`src/rtl/audio_dac_serializer_pkg.sv`:
```
// rtl/audio_dac_serializer_pkg.sv - shared types for the I2S DAC serializer
package audio_pkg;

  localparam int DEFAULT_DATA_WIDTH = 24;

  typedef struct packed {
    logic [DEFAULT_DATA_WIDTH-1:0] left;
    logic [DEFAULT_DATA_WIDTH-1:0] right;
  } stereo_sample_t;

  typedef enum logic [1:0] {
    SYNC  = 2'd0,
    LEFT  = 2'd1,
    RIGHT = 2'd2
  } dac_state_t;

endpackage

```
`src/rtl/audio_dac_serializer_if.sv`:
```
// rtl/audio_dac_serializer_if.sv - stereo sample write handshake
interface audio_dac_serializer_if
  import audio_pkg::*;
#(
  parameter int DATA_WIDTH = DEFAULT_DATA_WIDTH
);

  logic                  write;
  logic [DATA_WIDTH-1:0] writedata_left;
  logic [DATA_WIDTH-1:0] writedata_right;
  logic                  write_ready;

  modport master (
    output write,
    output writedata_left,
    output writedata_right,
    input  write_ready
  );

  modport slave (
    input  write,
    input  writedata_left,
    input  writedata_right,
    output write_ready
  );

endinterface

```
`src/rtl/audio_dac_serializer_fifo.sv`:
```
// rtl/audio_dac_serializer_fifo.sv - synchronous FIFO of stereo sample pairs
module sample_fifo
  import audio_pkg::*;
#(
  parameter int DEPTH = 4
) (
  input  logic                     clk,
  input  logic                     reset,
  input  logic                     push,
  input  stereo_sample_t           push_data,
  input  logic                     pop,
  output stereo_sample_t           pop_data,
  output logic                     full,
  output logic                     empty,
  output logic [$clog2(DEPTH):0]   level
);

  localparam int PTR_W = $clog2(DEPTH);
  localparam int LVL_W = PTR_W + 1;

  stereo_sample_t   mem [DEPTH];
  logic [PTR_W-1:0] wr_ptr;
  logic [PTR_W-1:0] rd_ptr;
  logic             do_push;
  logic             do_pop;

  // Full and empty come from the registered level, so a pop never frees room for a same-cycle push.
  assign full     = (level == LVL_W'(DEPTH));
  assign empty    = (level == '0);
  assign do_push  = push && !full;
  assign do_pop   = pop && !empty;
  assign pop_data = mem[rd_ptr];

  always_ff @(posedge clk) begin
    if (do_push) begin
      mem[wr_ptr] <= push_data;
    end
  end

  always_ff @(posedge clk) begin
    if (reset) begin
      wr_ptr <= '0;
      rd_ptr <= '0;
      level  <= '0;
    end else begin
      if (do_push) begin
        wr_ptr <= wr_ptr + PTR_W'(1);
      end
      if (do_pop) begin
        rd_ptr <= rd_ptr + PTR_W'(1);
      end
      case ({do_push, do_pop})
        2'b10:   level <= level + LVL_W'(1);
        2'b01:   level <= level - LVL_W'(1);
        default: level <= level;
      endcase
    end
  end

endmodule

```
`src/rtl/audio_dac_serializer.sv`:
```
// rtl/audio_dac_serializer.sv - buffers stereo pairs and shifts them out as I2S on the codec DAC line
module audio_dac_serializer
  import audio_pkg::*;
#(
  parameter int DATA_WIDTH = DEFAULT_DATA_WIDTH,
  parameter int FIFO_DEPTH = 4
) (
  input  logic                          clk,
  input  logic                          reset,
  audio_dac_serializer_if.slave         wr,
  input  logic                          bclk,
  input  logic                          daclrck,
  output logic                          dacdat,
  output logic                          underflow,
  output logic [$clog2(FIFO_DEPTH):0]   fifo_level
);

  localparam int CNT_W = $clog2(DATA_WIDTH + 1);

  logic [2:0]            bclk_sync;
  logic [2:0]            lrck_sync;
  logic                  bclk_fall;
  logic                  lrck_fall;
  logic                  lrck_rise;

  dac_state_t            state;
  logic [DATA_WIDTH-1:0] shift_reg;
  logic [DATA_WIDTH-1:0] hold_reg;
  logic [CNT_W-1:0]      bit_cnt;

  stereo_sample_t        push_data;
  stereo_sample_t        pop_data;
  logic                  fifo_full;
  logic                  fifo_empty;
  logic                  pop;
  logic                  word_load;

  // Bits [1:0] synchronize, bit [2] is history; detect pulses are registered so
  // a pin edge shows up three clk cycles later.
  always_ff @(posedge clk) begin
    if (reset) begin
      bclk_sync <= '0;
      lrck_sync <= '0;
      bclk_fall <= 1'b0;
      lrck_fall <= 1'b0;
      lrck_rise <= 1'b0;
    end else begin
      bclk_sync <= {bclk_sync[1:0], bclk};
      lrck_sync <= {lrck_sync[1:0], daclrck};
      bclk_fall <= bclk_sync[2] & ~bclk_sync[1];
      lrck_fall <= lrck_sync[2] & ~lrck_sync[1];
      lrck_rise <= ~lrck_sync[2] & lrck_sync[1];
    end
  end

  assign push_data      = '{left: wr.writedata_left, right: wr.writedata_right};
  assign wr.write_ready = ~fifo_full;
  assign pop            = lrck_fall && (state != LEFT) && !fifo_empty;
  assign word_load      = (state == LEFT) ? lrck_rise : lrck_fall;

  sample_fifo #(
    .DEPTH (FIFO_DEPTH)
  ) u_fifo (
    .clk       (clk),
    .reset     (reset),
    .push      (wr.write),
    .push_data (push_data),
    .pop       (pop),
    .pop_data  (pop_data),
    .full      (fifo_full),
    .empty     (fifo_empty),
    .level     (fifo_level)
  );

  // An LRCK edge wins over a coincident bclk_fall: the word loads and the
  // one-bit I2S delay slot is emitted instead of a shift.
  always_ff @(posedge clk) begin
    if (reset) begin
      state     <= SYNC;
      shift_reg <= '0;
      hold_reg  <= '0;
      bit_cnt   <= '0;
      dacdat    <= 1'b0;
      underflow <= 1'b0;
    end else begin
      underflow <= 1'b0;
      if (word_load) begin
        dacdat  <= 1'b0;
        bit_cnt <= '0;
        if (state == LEFT) begin
          shift_reg <= hold_reg;
          state     <= RIGHT;
        end else begin
          state <= LEFT;
          if (!fifo_empty) begin
            shift_reg <= pop_data.left;
            hold_reg  <= pop_data.right;
          end else begin
            shift_reg <= '0;
            hold_reg  <= '0;
            underflow <= 1'b1;
          end
        end
      end else if (bclk_fall && (state != SYNC)) begin
        if (bit_cnt < CNT_W'(DATA_WIDTH)) begin
          dacdat    <= shift_reg[DATA_WIDTH-1];
          shift_reg <= {shift_reg[DATA_WIDTH-2:0], 1'b0};
          bit_cnt   <= bit_cnt + CNT_W'(1);
        end else begin
          dacdat <= 1'b0;
        end
      end
    end
  end

endmodule

```
`src/flat_wrapper.sv`:
```
// flat-port wrapper written by rule: the top's interface ports become plain ports
module audio_dac_serializer_flat import audio_pkg::*;
#(
  parameter int DATA_WIDTH = DEFAULT_DATA_WIDTH,
  parameter int FIFO_DEPTH = 4
)
  (clk, reset, bclk, daclrck, dacdat, underflow, fifo_level, wr_write, wr_writedata_left, wr_writedata_right, wr_write_ready);
  audio_dac_serializer_if #(.DATA_WIDTH(DATA_WIDTH)) wr_i ();
  input  logic clk;
  input  logic reset;
  input  logic bclk;
  input  logic daclrck;
  output logic dacdat;
  output logic underflow;
  output logic [$clog2(FIFO_DEPTH):0] fifo_level;
  input wire logic [$bits(wr_i.write)-1:0] wr_write;
  input wire logic [$bits(wr_i.writedata_left)-1:0] wr_writedata_left;
  input wire logic [$bits(wr_i.writedata_right)-1:0] wr_writedata_right;
  output wire logic [$bits(wr_i.write_ready)-1:0] wr_write_ready;
  assign wr_i.write = wr_write;
  assign wr_i.writedata_left = wr_writedata_left;
  assign wr_i.writedata_right = wr_writedata_right;
  assign wr_write_ready = wr_i.write_ready;
  audio_dac_serializer #(.DATA_WIDTH(DATA_WIDTH), .FIFO_DEPTH(FIFO_DEPTH)) u_core (.clk(clk), .reset(reset), .wr(wr_i), .bclk(bclk), .daclrck(daclrck), .dacdat(dacdat), .underflow(underflow), .fifo_level(fifo_level));
endmodule
```
`config.mk`:
```
export PLATFORM = sky130hd
export DESIGN_NAME = audio_dac_serializer_flat
export DESIGN_NICKNAME = d
export VERILOG_FILES = /design/src/rtl/audio_dac_serializer_pkg.sv /design/src/rtl/audio_dac_serializer_if.sv /design/src/rtl/audio_dac_serializer_fifo.sv /design/src/rtl/audio_dac_serializer.sv /design/src/flat_wrapper.sv
export SDC_FILE = /design/constraint.sdc
export NUM_CORES = 1
export LEC_CHECK = 0
export CORE_MARGIN = 4
export CORE_UTILIZATION = 61
export CTS_BUF_LIST = sky130_fd_sc_hd__clkbuf_4
export CTS_CLUSTER_DIAMETER = 40
export CTS_CLUSTER_SIZE = 40
export DETAILED_ROUTE_END_ITERATION = 12
export GPL_TIMING_DRIVEN = 0
export PLACE_DENSITY = 0.92
export SYNTH_ARGS = -nofsm -noshare
export SYNTH_HDL_FRONTEND = slang
export SYNTH_SLANG_ARGS = --single-unit
```
`constraint.sdc`:
```
create_clock -name clk -period 3.25 [get_ports clk]
set_input_delay 0.65 -clock clk [delete_from_list [all_inputs] [get_ports clk]]
set_output_delay 0.65 -clock clk [all_outputs]
set_load 0.1 [all_outputs]
```
==> impl_metrics.csv, run 1 <==
group,metric,value,unit
critical_path,timing.rr.start,"u_core.state[0]$_SDFFE_PP0N_",
clock_tree,clk_pin_slew,0.14,ns
floorplanning,dieArea,0.0188,mm^2
detailed_routing,drtIter0Drc,506,
timing,fmax,0.341,GHz
global_routing,gr-total-overflow,0,
detailed_routing,drc_errors,0,
yosys,synth_top_area_cell,"edfxtp_1",
placement,place_inst,855,
worst_hold_path,worstHoldStart,"reset",
power,p_comb_share,6.5,%
floorplanning,core_area,0.0161,mm^2
yosys,syn-mean-instance-area,17.5,um^2
critical_path,crit_type,"reg -> out",
power,internal-power,0.00463,W
floorplanning,ioPinCount,59,
worst_hold_path,hold_class,"in -> reg",
detailed_routing,ant_nets,0,
critical_path,critPathLaunchType,"flop",
floorplanning,row_count,46,
critical_path,r2r_cells,10,
floorplanning,die_w,137,um
yosys,seq_area_frac_synth,71.5,%
timing,final-hold-violation-count,0,
yosys,synthCells,582,
timing,setup_ws,0.318,ns
timing,skew,0.0253,ns
critical_path,critPathTopFamily,"buffers and inverters",
critical_path,crit_arrival,2.28,ns
global_routing,antenna_found_initial,1,
critical_path,cp_max_fo,5,
detailed_routing,wl_per_cell,22.1,um
worst_hold_path,holdPathEnd,"u_core.bclk_sync[1]$_SDFF_PP0_",
detailed_routing,totalWireLength,20.0,mm
power,p_per_area,533,mW/mm^2
critical_path,path_cells,"clkdlybuf4s50_1",
timing,fin_crit_sh,90.2,%
finish,drive_gt1_share,21.4,%
worst_hold_path,hold_depth,2,
yosys,synth.area.top_cells,"edfxtp_1, dfxtp_1, mux4_2",
finish,ff_latch_area,0.00727,mm^2
clock_tree,htree_levels,1,
critical_path,path_buf_inv,1,
timing,worst_pin_slew,1.32,ns
clock_tree,cts_buffers,26,
clock_tree,cts_root_buf,"clkbuf_4",
yosys,ys.flop_type,"edfxtp_1",
detailed_routing,avgViaCountPerCell,6.19,
yosys,yosysWarnings,0,
power,ir_drop,0.395,mV
placement,port_buffers,57,
run,cap_viol_max_count,0,
placement,place_ws,0.505,ns
timing,timing.slew.headroom,11.9,%
yosys,synth_cell_types,47,
power,switchingPower,0.00148,W
clock_tree,clock_sinks,267,
yosys,syn_nets,642,
critical_path,rrSetupSlack,0.46,ns
placement,dp_hpwl,13.2,mm
timing,slew_viol_final,0,
power,seqPwrFrac,62.6,%
yosys,synth_edf_count,192,
global_routing,grt_max_degree,49,
power,leakagePower,3.77,nW
clock_tree,tritoncts,"done",
finish,nets,727,
clock_tree,clk_latency,0.68,ns
critical_path,worst_setup_path_end_kind,"output port",
detailed_routing,vias,5595,
power,netSwitchingFraction,24.3,%
yosys,ys_seq_elements,267,
floorplanning,die_h,137,um
clock_tree,clockBufferDepth,3,
placement,gp_congestion,0.897,
finish,fill_cells,985,
critical_path,cp_slowest_cell,"clkdlybuf4s50_1",
global_routing,grt_first_pass_wirelength,31.6,mm
yosys,async_flop_share,0,%
power,p_clk_share,30.9,%
global_routing,grt_pass1_vias,5951,
global_routing,track_usage,22.0,%
finish,final_cells,904,
yosys,syn_area,0.0102,mm^2
run_status,status,"complete, no violations",
timing,finalSetupViolCount,0,
detailed_routing,drt_pre_antenna_iters,6,
timing,min_period,2.93,ns
timing,rsz0062_at_grt,"false",
critical_path,slowest_delay,1.17,ns
floorplanning,initial_utilization,63.1,%
timing,fin_tns_setup,0,ns
critical_path,required,2.60,ns
finish,areaGrowthSynthToFinish,12.8,%
finish,multiInputGateArea,0.00268,mm^2
finish,largest_register_ffs,192,
critical_path,reg2reg_to,"u_core.u_fifo.level[2]$_SDFFE_PP0P_",
clock_tree,postCtsHoldBufs,0,
yosys,synth_top_area_share,56.7,%
-- cell families (layout without fill, tap and decap cells) --
group,Yosys count,count (layout),share of synthesized area (%)
multiplexers,65,65,12.4
AND/OR/NAND/NOR,96,96,4.86
flip-flops,267,267,71.5
buffers and inverters,41,146,2.25
XOR/XNOR,7,7,0.603
other,0,1,0
AO/OA/AOI/OAI,99,99,7.47
adder cells (fa/ha/maj),7,7,0.935
-- worst max path at each step --
| stage | start | to | slack [ns] | depth (start not counted) |
|---|---|---|---|---|
| after global routing | u_core.u_fifo.level[0]$_SDFFE_PP0P_ | fifo_level[0] | 0.24 | 1 |
| after floorplan | u_core.u_fifo.level[0]$_SDFFE_PP0P_ | u_core.u_fifo.level[2]$_SDFFE_PP0P_ | 0.1 | 9 |
| final | u_core.u_fifo.level[0]$_SDFFE_PP0P_ | fifo_level[0] | 0.32 | 1 |
| after detailed placement | u_core.state[0]$_SDFFE_PP0N_ | u_core.u_fifo.level[2]$_SDFFE_PP0P_ | 0.50 | 10 |
| after CTS | u_core.u_fifo.level[0]$_SDFFE_PP0P_ | fifo_level[0] | 0.28 | 1 |
| after global placement | wr_write | u_core.u_fifo.mem[2][23]$_DFFE_PP_ | 0.58 | 2 |
-- synthesized netlist by cell type (all sizes together) (2+ instances only) --
library cell and number:
nor3 7, nand3 2, nor2b 8, nor3b 4, mux2i 17, and2 2, edfxtp 192, a21boi 7
dfxtp 75, ha 6, nand2b 2, buf 25, a21oi 14, xor2 4, xnor2 3, a221oi 17
inv 6, nor2 31, mux4 48, clkbuf 10, a22oi 32, o21ai 24, and3 12, nand2 25
-- what timing repair did --
item | 4_1_cts | 5_1_grt
resized for setup | 1 | 0
setup endpoints to repair | 1 | 0
setup buffers | 0 | 0
-- cells in the final DEF (no fill, tap or decap), drive strengths merged, types with 2 or more instances in the layout --
| master | Yosys | layout |
|---|---|---|
| mux4 | 48 | 48 |
| xnor2 | 3 | 3 |
| clkdlybuf4s50 | 0 | 56 |
| edfxtp | 192 | 192 |
| and2 | 2 | 2 |
| a21boi | 7 | 7 |
| nand3 | 2 | 2 |
| nor3 | 7 | 7 |
| nor3b | 4 | 4 |
| inv | 6 | 15 |
| dfxtp | 75 | 75 |
| bufinv | 0 | 2 |
| clkinv | 0 | 7 |
| clkinvlp | 0 | 2 |
| nand2 | 25 | 25 |
| o21ai | 24 | 24 |
| a221oi | 17 | 17 |
| nand2b | 2 | 2 |
| a21oi | 14 | 14 |
| a22oi | 32 | 32 |
| clkbuf | 10 | 38 |
| mux2i | 17 | 17 |
| nor2b | 8 | 8 |
| ha | 6 | 6 |
| xor2 | 4 | 4 |
| and3 | 12 | 12 |
| buf | 25 | 25 |
| nor2 | 31 | 31 |
-- metrics by stage --
step | utilization [%] | instance area, um^2 | hold slack (ns) | power [W]
2_1_floorplan | - | 10200 | 0.383 | 0.00411
5_1_grt | 71.2 | 11500 | 0.395 | 0.00633
4_1_cts | 71.1 | 11500 | 0.350 | 0.00614
3_5_place_dp | 68.4 | 11000 | 0.410 | 0.00430
3_3_place_gp | 68.4 | 11000 | 0.390 | 0.00427
6_report | 71.2 | 11500 | 0.379 | 0.00612
-- routing by layer --
layer  track usage (%)  vias to the layer above  routed length [um]
li1                  -                     2498                   -
met3              3.16                       51                1280
met4              7.71                        0                 591
met2              37.0                      232               10000
met1              29.8                     2814                8060
met5                 0                        -                   0
-- layout make-up --
type,count,area share [%]
sequential,267,63.4
clock inverter,20,2.08
clock buffer,28,1.83
inverter,6,0.196
tap,216,2.36
timing repair buffer,57,4.96
antenna,1,0.0218
multi-input combinational,274,23.4
buffer,35,1.80
-- power groups by stage --
| stage | combinational (W) | sequential [W] | clock, W |
|---|---|---|---|
| final | 0.000395 | 0.00383 | 0.00189 |
| after global routing | 0.000424 | 0.00384 | 0.00207 |
| after CTS | 0.000397 | 0.00383 | 0.00192 |
| after detailed placement | 0.000395 | 0.00391 | 0 |
| after global placement | 0.000377 | 0.00389 | 0 |
| after floorplan | 0.000202 | 0.00391 | 0 |
Note: power is estimated with default switching activity, not from simulation.
==> run 2: changes to the inputs <==
- CAP_MARGIN: not set -> 20
- MAX_ROUTING_LAYER: not set -> met4
- SLEW_MARGIN: not set -> 20
==> run 2 against run 1 <==
Effect of this change:
- combinational power is essentially flat
- worst hold slack gained 0.012 ns
- die area is the same
- register-to-register slack gained 0.06 ns
- sequential power is essentially flat
- worst setup slack lost 0.0098 ns
- core utilization grew 0.16 points
- clock skew shrank 0.0047 ns
==> impl_metrics.csv, run 2 (synthesized netlist as in run 1, its figures left out) <==
group,metric,value,unit
timing,fmax,0.340,GHz
power,finalPower,0.00617,W
clock_tree,cts_buffers,27,
global_routing,grt_first_pass_wirelength,31.9,mm
clock_tree,cts_root_buf,"clkbuf_4",
timing,timing.slew.headroom,35.2,%
timing,rsz0062_at_grt,"false",
critical_path,crit_arrival,2.29,ns
global_routing,grt-busiest-layer,"met2",
floorplanning,dieArea,0.0188,mm^2
finish,largest_register_ffs,192,
finish,antenna_cells,0,
finish,multiInputGateArea,0.00269,mm^2
critical_path,cp_max_fo,5,
global_routing,track_usage,23.0,%
finish,ff_latch_area,0.00727,mm^2
placement,dp_hpwl,13.4,mm
run_status,status,"complete, no violations",
power,switchingPower,0.00144,W
finish,final_cell_mix,"edfxtp_1, dfxtp_1, clkdlybuf4s50_1",
critical_path,required,2.60,ns
detailed_routing,avgViaCountPerCell,6.23,
global_routing,met2_usage,37.8,%
power,seqPwrFrac,62.0,%
clock_tree,clk_latency,0.67,ns
detailed_routing,totalWireLength,20.1,mm
finish,final_util,71.3,%
floorplanning,ioPinCount,59,
timing,slew_viol_final,0,
global_routing,antenna_found_initial,0,
finish,fill_cells,975,
critical_path,path_cells,"clkdlybuf4s50_1",
finish,areaGrowthSynthToFinish,13.0,%
finish,nets,728,
worst_hold_path,hold_class,"in -> reg",
finish,layout_commonest_cell,"edfxtp_1",
global_routing,grt_use_met3,3.79,%
detailed_routing,ant_nets,0,
placement,port_buffers,57,
power,ir_drop,0.585,mV
power,internal-power,0.00473,W
timing,fin_crit_sh,90.5,%
timing,min_period,2.94,ns
critical_path,slowest_delay,1.17,ns
clock_tree,clk_pin_slew,0.12,ns
power,p_comb_share,6.4,%
critical_path,critPathTopFamily,"buffers and inverters",
global_routing,grt_pass1_vias,5985,
run,cap_viol_max_count,0,
detailed_routing,wl_per_cell,22.2,um
critical_path,critPathLaunchType,"flop",
global_routing,gr-total-overflow,0,
critical_path,crit_type,"reg -> out",
power,netSwitchingFraction,23.3,%
clock_tree,clock_sinks,267,
timing,worst_pin_slew,0.968,ns
detailed_routing,vias,5634,
timing,finalSetupViolCount,0,
finish,drive_gt1_share,21.4,%
global_routing,grt_max_degree,49,
timing,skew,0.0206,ns
detailed_routing,drc_errors,0,
detailed_routing,drt_pre_antenna_iters,5,
power,p_per_area,537,mW/mm^2
floorplanning,die_w,137,um
timing,whs,0.391,ns
global_routing,grt_use_met1,29.2,%
power,p_clk_share,31.6,%
timing,fin_tns_setup,0,ns
timing,final-hold-violation-count,0,
clock_tree,tritoncts,"done",
critical_path,cp_slowest_cell,"clkdlybuf4s50_1",
detailed_routing,drtIter0Drc,583,
floorplanning,die_h,137,um
critical_path,path_buf_inv,1,
floorplanning,row_count,46,
floorplanning,initial_utilization,63.1,%
clock_tree,clockBufferDepth,3,
power,leakagePower,3.77,nW
clock_tree,htree_levels,1,
critical_path,worst_setup_path_end_kind,"output port",
floorplanning,core_area,0.0161,mm^2
placement,gp_congestion,0.906,
## run 2: final cells by class
cell class                      instances  area share [%]
Clock inverter                         17            1.93
Clock buffer                           32            2.09
Inverter                                6           0.196
Tap cell                              216            2.35
Sequential cell                       267            63.2
Buffer                                 35            1.80
Timing Repair Buffer                   57            4.95
Multi-Input combinational cell        274            23.4
## run 2: repair_timing
| item | in CTS | in global routing |
|---|---|---|
| endpoints found under the setup margin | 1 | 0 |
| buffers inserted | 0 | 0 |
| gates resized for setup | 1 | 0 |
| hold buffers | 0 | 0 |
## run 2: stage by stage
stage	setup WS [ns]	instances	area [um^2]
3_5_place_dp	0.520	855	11000
4_1_cts	0.268	904	11500
5_1_grt	0.218	904	11500
6_report	0.308	904	11500
3_3_place_gp	0.590	855	11000
2_1_floorplan	0.0963	582	10200
## run 2: path summary, 6_finish.rpt
check,startpoint,endpoint,slack (ns),cells past startpoint
worst max-delay path,u_core.u_fifo.level[0]$_SDFFE_PP0P_,fifo_level[0],0.31,1
worst min-delay path,reset,u_core.bclk_sync[0]$_SDFF_PP0_,0.39,2
worst min register to register,u_core.lrck_sync[2]$_SDFF_PP0_,u_core.lrck_rise$_SDFF_PP0_,0.43,1
worst max register to register,u_core.state[0]$_SDFFE_PP0N_,u_core.u_fifo.level[2]$_SDFFE_PP0P_,0.52,10
## run 2: routing by layer
layer	routed length, um	vias to the layer above
li1	-	2484
met1	7870	2835
met2	10200	264
met3	1380	51
met4	584	0
met5	0	-
## run 2: power groups by stage
stage	Clock [W]	Sequential [W]	Combinational, W
6_report	0.00195	0.00383	0.000395
2_1_floorplan	0	0.00391	0.000202
5_1_grt	0.00213	0.00384	0.000424
3_3_place_gp	0	0.00389	0.000378
4_1_cts	0.00197	0.00383	0.000397
3_5_place_dp	0	0.00391	0.000396
